**config.mk**
```make
export PLATFORM = sky130hd
export DESIGN_NAME = input_event_scheduler
export DESIGN_NICKNAME = d
export VERILOG_FILES = /design/src/rtl/vm_pkg.sv /design/src/rtl/event_fifo.sv /design/src/rtl/input_event_scheduler.sv
export SDC_FILE = /design/constraint.sdc
export NUM_CORES = 1
export LEC_CHECK = 0
export ABC_AREA = 1
export CELL_PAD_IN_SITES_DETAIL_PLACEMENT = 0
export CELL_PAD_IN_SITES_GLOBAL_PLACEMENT = 1
export CORE_ASPECT_RATIO = 2
export CORE_UTILIZATION = 48
export DETAILED_ROUTE_END_ITERATION = 7
export PLACE_DENSITY = 0.83
export SETUP_SLACK_MARGIN = 0.3
export SLEW_MARGIN = 10
export SYNTH_ARGS = -nofsm -noshare
export SYNTH_HDL_FRONTEND = slang
export SYNTH_HIERARCHICAL = 1
export SYNTH_SLANG_ARGS = --single-unit
```
**constraint.sdc**
```tcl
create_clock -name clk -period 4.1 [get_ports clk]
set_input_delay 0.82 -clock clk [delete_from_list [all_inputs] [get_ports clk]]
set_output_delay 0.82 -clock clk [all_outputs]
set_load 0.02 [all_outputs]
```
**src/rtl/vm_pkg.sv**
```systemverilog
// Shared constants for the vending-machine input path: event ids, default
// rates and sizes, and the round-robin pointer advance helper.
package vm_pkg;

    localparam int N_IN_DEF       = 4;
    localparam int CLK_HZ_DEF     = 100_000_000;
    localparam int SAMPLE_HZ_DEF  = 1000;
    localparam int FIFO_DEPTH_DEF = 4;
    localparam int LOCKOUT_TK_DEF = 50;

    typedef enum logic [1:0] {
        EVT_COIN   = 2'd0,
        EVT_SELECT = 2'd1,
        EVT_CANCEL = 2'd2,
        EVT_REFUND = 2'd3
    } evt_e;

    function automatic int rr_next(input int idx, input int n);
        return (idx + 1 >= n) ? 0 : idx + 1;
    endfunction

endpackage

```
**src/rtl/event_fifo.sv**
```systemverilog
// Synchronous event FIFO. The head entry is driven straight from the storage
// flops, so dout holds steady until the entry is popped. No fall-through.
module event_fifo
#(
    parameter int DW    = 2,
    parameter int DEPTH = 4
) (
    input  logic          clk,
    input  logic          rst,
    input  logic          push,
    input  logic [DW-1:0] din,
    input  logic          pop,
    output logic [DW-1:0] dout,
    output logic          full,
    output logic          empty
);

    localparam int AW = $clog2(DEPTH);

    logic [AW:0]   wr_ptr_q, wr_ptr_d;
    logic [AW:0]   rd_ptr_q, rd_ptr_d;
    logic [DW-1:0] mem_q [DEPTH];
    logic [DW-1:0] mem_d [DEPTH];
    logic          wr_en;
    logic          rd_en;

    // Pointer MSB distinguishes full from empty when the index bits match.
    assign empty = (wr_ptr_q == rd_ptr_q);
    assign full  = (wr_ptr_q[AW] != rd_ptr_q[AW]) &&
                   (wr_ptr_q[AW-1:0] == rd_ptr_q[AW-1:0]);
    assign rd_en = pop & ~empty;
    assign wr_en = push & (~full | rd_en);
    assign dout  = mem_q[rd_ptr_q[AW-1:0]];

    always_comb begin
        mem_d    = mem_q;
        wr_ptr_d = wr_ptr_q;
        rd_ptr_d = rd_ptr_q;
        if (wr_en) begin
            mem_d[wr_ptr_q[AW-1:0]] = din;
            wr_ptr_d = wr_ptr_q + (AW+1)'(1);
        end
        if (rd_en) begin
            rd_ptr_d = rd_ptr_q + (AW+1)'(1);
        end
    end

    always_ff @(posedge clk or posedge rst) begin
        if (rst) begin
            wr_ptr_q <= '0;
            rd_ptr_q <= '0;
            for (int i = 0; i < DEPTH; i++) begin
                mem_q[i] <= '0;
            end
        end else begin
            wr_ptr_q <= wr_ptr_d;
            rd_ptr_q <= rd_ptr_d;
            mem_q    <= mem_d;
        end
    end

endmodule

```
**src/rtl/input_event_scheduler.sv**
```systemverilog
// Sample-tick prescaler plus round-robin collector of debounced pulses into an
// ordered event FIFO. Define INPUT_LOCKOUT_EN for per-input re-trigger lockout.
module input_event_scheduler
    import vm_pkg::*;
#(
    parameter int N_IN       = N_IN_DEF,
    parameter int CLK_HZ     = CLK_HZ_DEF,
    parameter int SAMPLE_HZ  = SAMPLE_HZ_DEF,
    parameter int FIFO_DEPTH = FIFO_DEPTH_DEF
`ifdef INPUT_LOCKOUT_EN
    , parameter int LOCKOUT_TK = LOCKOUT_TK_DEF
`endif
    , localparam int IDW = $clog2(N_IN)
) (
    input  logic            clk,
    input  logic            rst,
    output logic            en_sample,
    input  logic [N_IN-1:0] pulse_in,
    output logic            evt_valid,
    output logic [IDW-1:0]  evt_id,
    input  logic            evt_ready,
    output logic            overflow,
    input  logic            ovf_clr
);

    localparam int DIV = CLK_HZ / SAMPLE_HZ;
    localparam int DCW = $clog2(DIV);

    logic [DCW-1:0]  div_cnt_q, div_cnt_d;
    logic            en_sample_q, en_sample_d;
    logic [N_IN-1:0] pend_q, pend_d;
    logic [IDW-1:0]  rr_ptr_q, rr_ptr_d;
    logic            overflow_q, overflow_d;

    logic            grant_vld;
    logic [IDW-1:0]  grant_idx;
    logic [IDW-1:0]  scan_idx;
    logic [N_IN-1:0] grant_oh;
    logic [N_IN-1:0] eligible;
    logic [N_IN-1:0] pulse_acc;
    logic            fifo_full;
    logic            fifo_empty;
    logic            fifo_pop;
    logic            can_push;

    assign en_sample = en_sample_q;
    assign overflow  = overflow_q;
    assign evt_valid = ~fifo_empty;
    assign fifo_pop  = ~fifo_empty & evt_ready;
    assign can_push  = ~fifo_full | fifo_pop;

    // Tick is decoded from the next count so it lines up with div_cnt==DIV-1.
    always_comb begin
        div_cnt_d   = (div_cnt_q == DCW'(DIV - 1)) ? '0 : div_cnt_q + DCW'(1);
        en_sample_d = (div_cnt_d == DCW'(DIV - 1));
    end

    always_comb begin
        grant_vld = 1'b0;
        grant_idx = '0;
        scan_idx  = '0;
        grant_oh  = '0;
        for (int k = 0; k < N_IN; k++) begin
            scan_idx = IDW'((int'(rr_ptr_q) + k) % N_IN);
            if (!grant_vld && can_push && pend_q[scan_idx]) begin
                grant_vld = 1'b1;
                grant_idx = scan_idx;
            end
        end
        if (grant_vld) begin
            grant_oh[grant_idx] = 1'b1;
        end
        rr_ptr_d = grant_vld ? IDW'(rr_next(int'(grant_idx), N_IN)) : rr_ptr_q;
    end

`ifdef INPUT_LOCKOUT_EN
    localparam int LCW = $clog2(LOCKOUT_TK + 1);

    logic [LCW-1:0] lock_q [N_IN];
    logic [LCW-1:0] lock_d [N_IN];

    // A grant reloads the counter even if a tick lands in the same cycle.
    always_comb begin
        for (int i = 0; i < N_IN; i++) begin
            lock_d[i]   = lock_q[i];
            eligible[i] = (lock_q[i] == '0);
            if (grant_oh[i]) begin
                lock_d[i] = LCW'(LOCKOUT_TK);
            end else if (en_sample_q && lock_q[i] != '0) begin
                lock_d[i] = lock_q[i] - LCW'(1);
            end
        end
    end

    always_ff @(posedge clk or posedge rst) begin
        if (rst) begin
            for (int i = 0; i < N_IN; i++) begin
                lock_q[i] <= '0;
            end
        end else begin
            lock_q <= lock_d;
        end
    end
`else
    assign eligible = '1;
`endif

    // A pulse on an input being granted this cycle re-arms it rather than coalescing.
    always_comb begin
        pulse_acc  = pulse_in & eligible;
        pend_d     = pulse_acc | (pend_q & ~grant_oh);
        overflow_d = (|(pulse_acc & pend_q & ~grant_oh)) | (overflow_q & ~ovf_clr);
    end

    always_ff @(posedge clk or posedge rst) begin
        if (rst) begin
            div_cnt_q   <= '0;
            en_sample_q <= 1'b0;
            pend_q      <= '0;
            rr_ptr_q    <= '0;
            overflow_q  <= 1'b0;
        end else begin
            div_cnt_q   <= div_cnt_d;
            en_sample_q <= en_sample_d;
            pend_q      <= pend_d;
            rr_ptr_q    <= rr_ptr_d;
            overflow_q  <= overflow_d;
        end
    end

    event_fifo #(
        .DW    (IDW),
        .DEPTH (FIFO_DEPTH)
    ) u_event_fifo (
        .clk   (clk),
        .rst   (rst),
        .push  (grant_vld),
        .din   (grant_idx),
        .pop   (fifo_pop),
        .dout  (evt_id),
        .full  (fifo_full),
        .empty (fifo_empty)
    );

endmodule
```
==> results.toml <==
[clock_network]
numCtsBuffers = 5
cts_buffer_depth = 2
clk_latency_ns = 0.29
cts.sinks = 39
post_cts_resize_count = 0
hold_buffers = 0
tritoncts = "yes"
clockRootBuffer = "clkbuf_8"
htreeDepth = 2
postCtsSetupBuffers = 0
clk_pin_slew_ns = 0.08

[route]
avgViaCountPerCell = 5.134
drtIter0Drc = 53
detail-route-antenna-nets = 0
dr.pass1.iters = 5
drcViolationCount = 0
routed_wl_um = 5582
dr_total_vias = 2223
wl_per_cell_um = 12.89

[setup_path]
cp.required_ns = 3.28
reg2reg_slack_ns = 1.40
cp.arrival_ns = 2.02
critPathMaxFanout = 8
worst_setup_path_start_kind = "flip-flop"
worstSetupPathType = "flip-flop to primary output"
end_kind = "primary output"

[finish]
syn2layout_area_growth_pct = 10.09
fin_area_sq_um = 2854
multi_input_area_sq_um = 1345
utilization_pct = 55.04
final.fill_count = 519
drive_above_1_share_pct = 11.73
final_nets = 392
diodes = 0
ff_latch_area_sq_um = 975.9

[yosys]
synth_nets = 377
yosys.area.top_type = "dfrtp_1"
synth_flop_cell = "dfrtp_1"
synth_area_sq_um = 2592
synthArstFlopShare_pct = 100.0
yosys_warnings = 6
synth_top_cell_area_share_pct = 37.64
synth_most_common_cell = "nand2_1"
syn_inst = 359
synth_commonest_cells = "111 x nand2_1, 53 x inv_1, 39 x dfrtp_1"
synth.avg_cell_area_sq_um = 7.221
seq_area_frac_synth_pct = 37.64
ys_ff_latch = 39
yosysUniqueCellTypes = 34
synth_area_leaders = "dfrtp_1 38%, nand2_1 16%, inv_1 7.7%"
synth-edff-count = 0

[die]
rows = 37
die_w_um = 53.97
die-area_sq_um = 5717
start_util_pct = 50.00
pin_count = 13
core_area_sq_um = 5185
die_h_um = 105.9

[pwr]
p_leak_nw = 1.587
power.switching_mw = 0.9370
internal-power_mw = 1.040
cellPowerDensity_nw_per_um2 = 692.9
netSwitchingFraction_pct = 47.38
clkPwrFrac_pct = 14.8
combPwrFrac_pct = 55.0
ir_drop_mv = 0.4327
seqPwrFrac_pct = 30.3

[place]
dp_slack_ns = 1.062
placed_area_sq_um = 2750
post-dp-hpwl_um = 4457
place_congestion = 0.8532
io_buffers = 12

[timing]
finalCritPeriodShare_pct = 69.29
tightest_slew_ns = 0.9929
slew_headroom_pct = 33.74
fin_crit_ns = 2.841
report.final.slew_viol_count = 0
hold_viol_final = 0
setup_ws_ns = 1.259
rsz0062_at_grt = "false"
setup_viol_count_final = 0
clock_skew_ns = 0.006637
max_freq_ghz = 0.3520
setup_tns_ns = 0

[global_routing]
antenna_found_initial = 0
grt_pass1_wl_um = 9342
grt_max_degree = 26
first_global_vias = 2186
grt_usage_pct = 22.99
grt_overflow = 0

[worst_hold_path]
hp-class = "flip-flop to flip-flop"

[job]
drv_cap = 0

[outcome]
status = "finished, final reports clean"
-- cell type report --
cell class	instances	share of cell area, %
repair buffers	12	4.209
inverters	63	8.286
clock buffers	7	3.376
clock inverters	1	0.2630
multi-input cells	253	47.13
well taps	58	2.543
flip-flops and latches	39	34.20
-- cells by family (layout without fill, tap and decap cells) --
logic type / Yosys count / after routing / synth area share, %
xor+xnor: 5 / 5 / 1.979
fa+ha+maj: 10 / 10 / 4.826
flops: 39 / 39 / 37.64
simple gates: 213 / 213 / 38.90
buf+inv: 67 / 83 / 10.47
compound gates: 25 / 25 / 6.177
-- cell usage in the layout, fill, tap and decap left out --
cell / instances
xnor2_2: 1
o21ai_0: 7
nand2_1: 111
xor2_1: 2
clkdlybuf4s50_1: 12
o21bai_1: 3
dfrtp_1: 39
nor2_4: 4
ha_1: 10
nand4_4: 2
xnor2_1: 2
a21o_1: 3
o21ai_2: 2
o211ai_1: 2
clkinv_1: 1
clkbuf_8: 7
nor2_2: 5
nand2_2: 7
inv_1: 53
nand3_2: 4
a21oi_2: 1
nor2_1: 32
a21oi_1: 1
or2_0: 1
nand2_4: 1
and3_1: 1
clkinvlp_4: 1
o22ai_1: 3
nor3_1: 3
nand4_1: 16
o21ai_1: 3
inv_2: 9
nand3_1: 26
-- through the flow --
stage | power, mW | cells | hold slack, ns
2_1_floorplan | 1.454 | 359 | 0.4366
3_3_place_gp | 1.683 | 425 | 0.4565
3_5_place_dp | 1.703 | 425 | 0.4618
4_1_cts | 2.004 | 433 | 0.4749
5_1_grt | 2.176 | 433 | 0.5113
6_report | 1.977 | 433 | 0.4729
-- sequential cells by signal, summed over array words and instances (netlist names) --
signal / flops
pend_q: 4
u_event_fifo/mem_q: 8
u_event_fifo/wr_ptr_q: 3
rr_ptr_q: 2
u_event_fifo/rd_ptr_q: 3
div_cnt_q: 17
en_sample: 1
overflow: 1
-- layer usage --
metal  track usage (%)  vias to the layer above  share of wire (%)
li1                  -                     1161                  -
met1             22.09                     1024                 37
met2             42.77                       23                 58
met3             2.861                       15                1.5
met4             12.97                        0                4.3
met5                 0                        -                  0
-- power by group through the flow --
stage	clock [mW]	sequential [mW]	combinational [mW]
detailed placement	0	0.608	1.10
finish	0.292	0.598	1.09
floorplan	0	0.569	0.885
global placement	0	0.607	1.08
CTS	0.304	0.600	1.10
global route	0.313	0.617	1.25
-- path summary, 6_finish.rpt --
kind | depth (start not counted) | startpoint | endpoint
worst max register to register | 20 | u_event_fifo/wr_ptr_q[1]$_DFFE_PP0P_ | overflow$_DFF_PP0_
worst min register to register | 2 | u_event_fifo/mem_q[2]$_DFFE_PP0P_ | u_event_fifo/mem_q[2]$_DFFE_PP0P_
max in group asynchronous | 2 | rst | div_cnt_q[2]$_DFF_PP0_
worst min-delay path | 2 | u_event_fifo/mem_q[2]$_DFFE_PP0P_ | u_event_fifo/mem_q[2]$_DFFE_PP0P_
min in group asynchronous | 2 | rst | u_event_fifo/mem_q[6]$_DFFE_PP0P_
worst max-delay path | 5 | u_event_fifo/rd_ptr_q[0]$_DFFE_PP0P_ | evt_valid
-- worst max-delay path, cell delays in order, from the launching register on --
cell and delay (ns):
dfrtp_1 0.49, xnor2_2 0.27, nand4_1 0.22, inv_1 0.16, inv_1 0.05, clkdlybuf4s50_1 0.53
No activity file was read; power rests on OpenSTA's default activity.
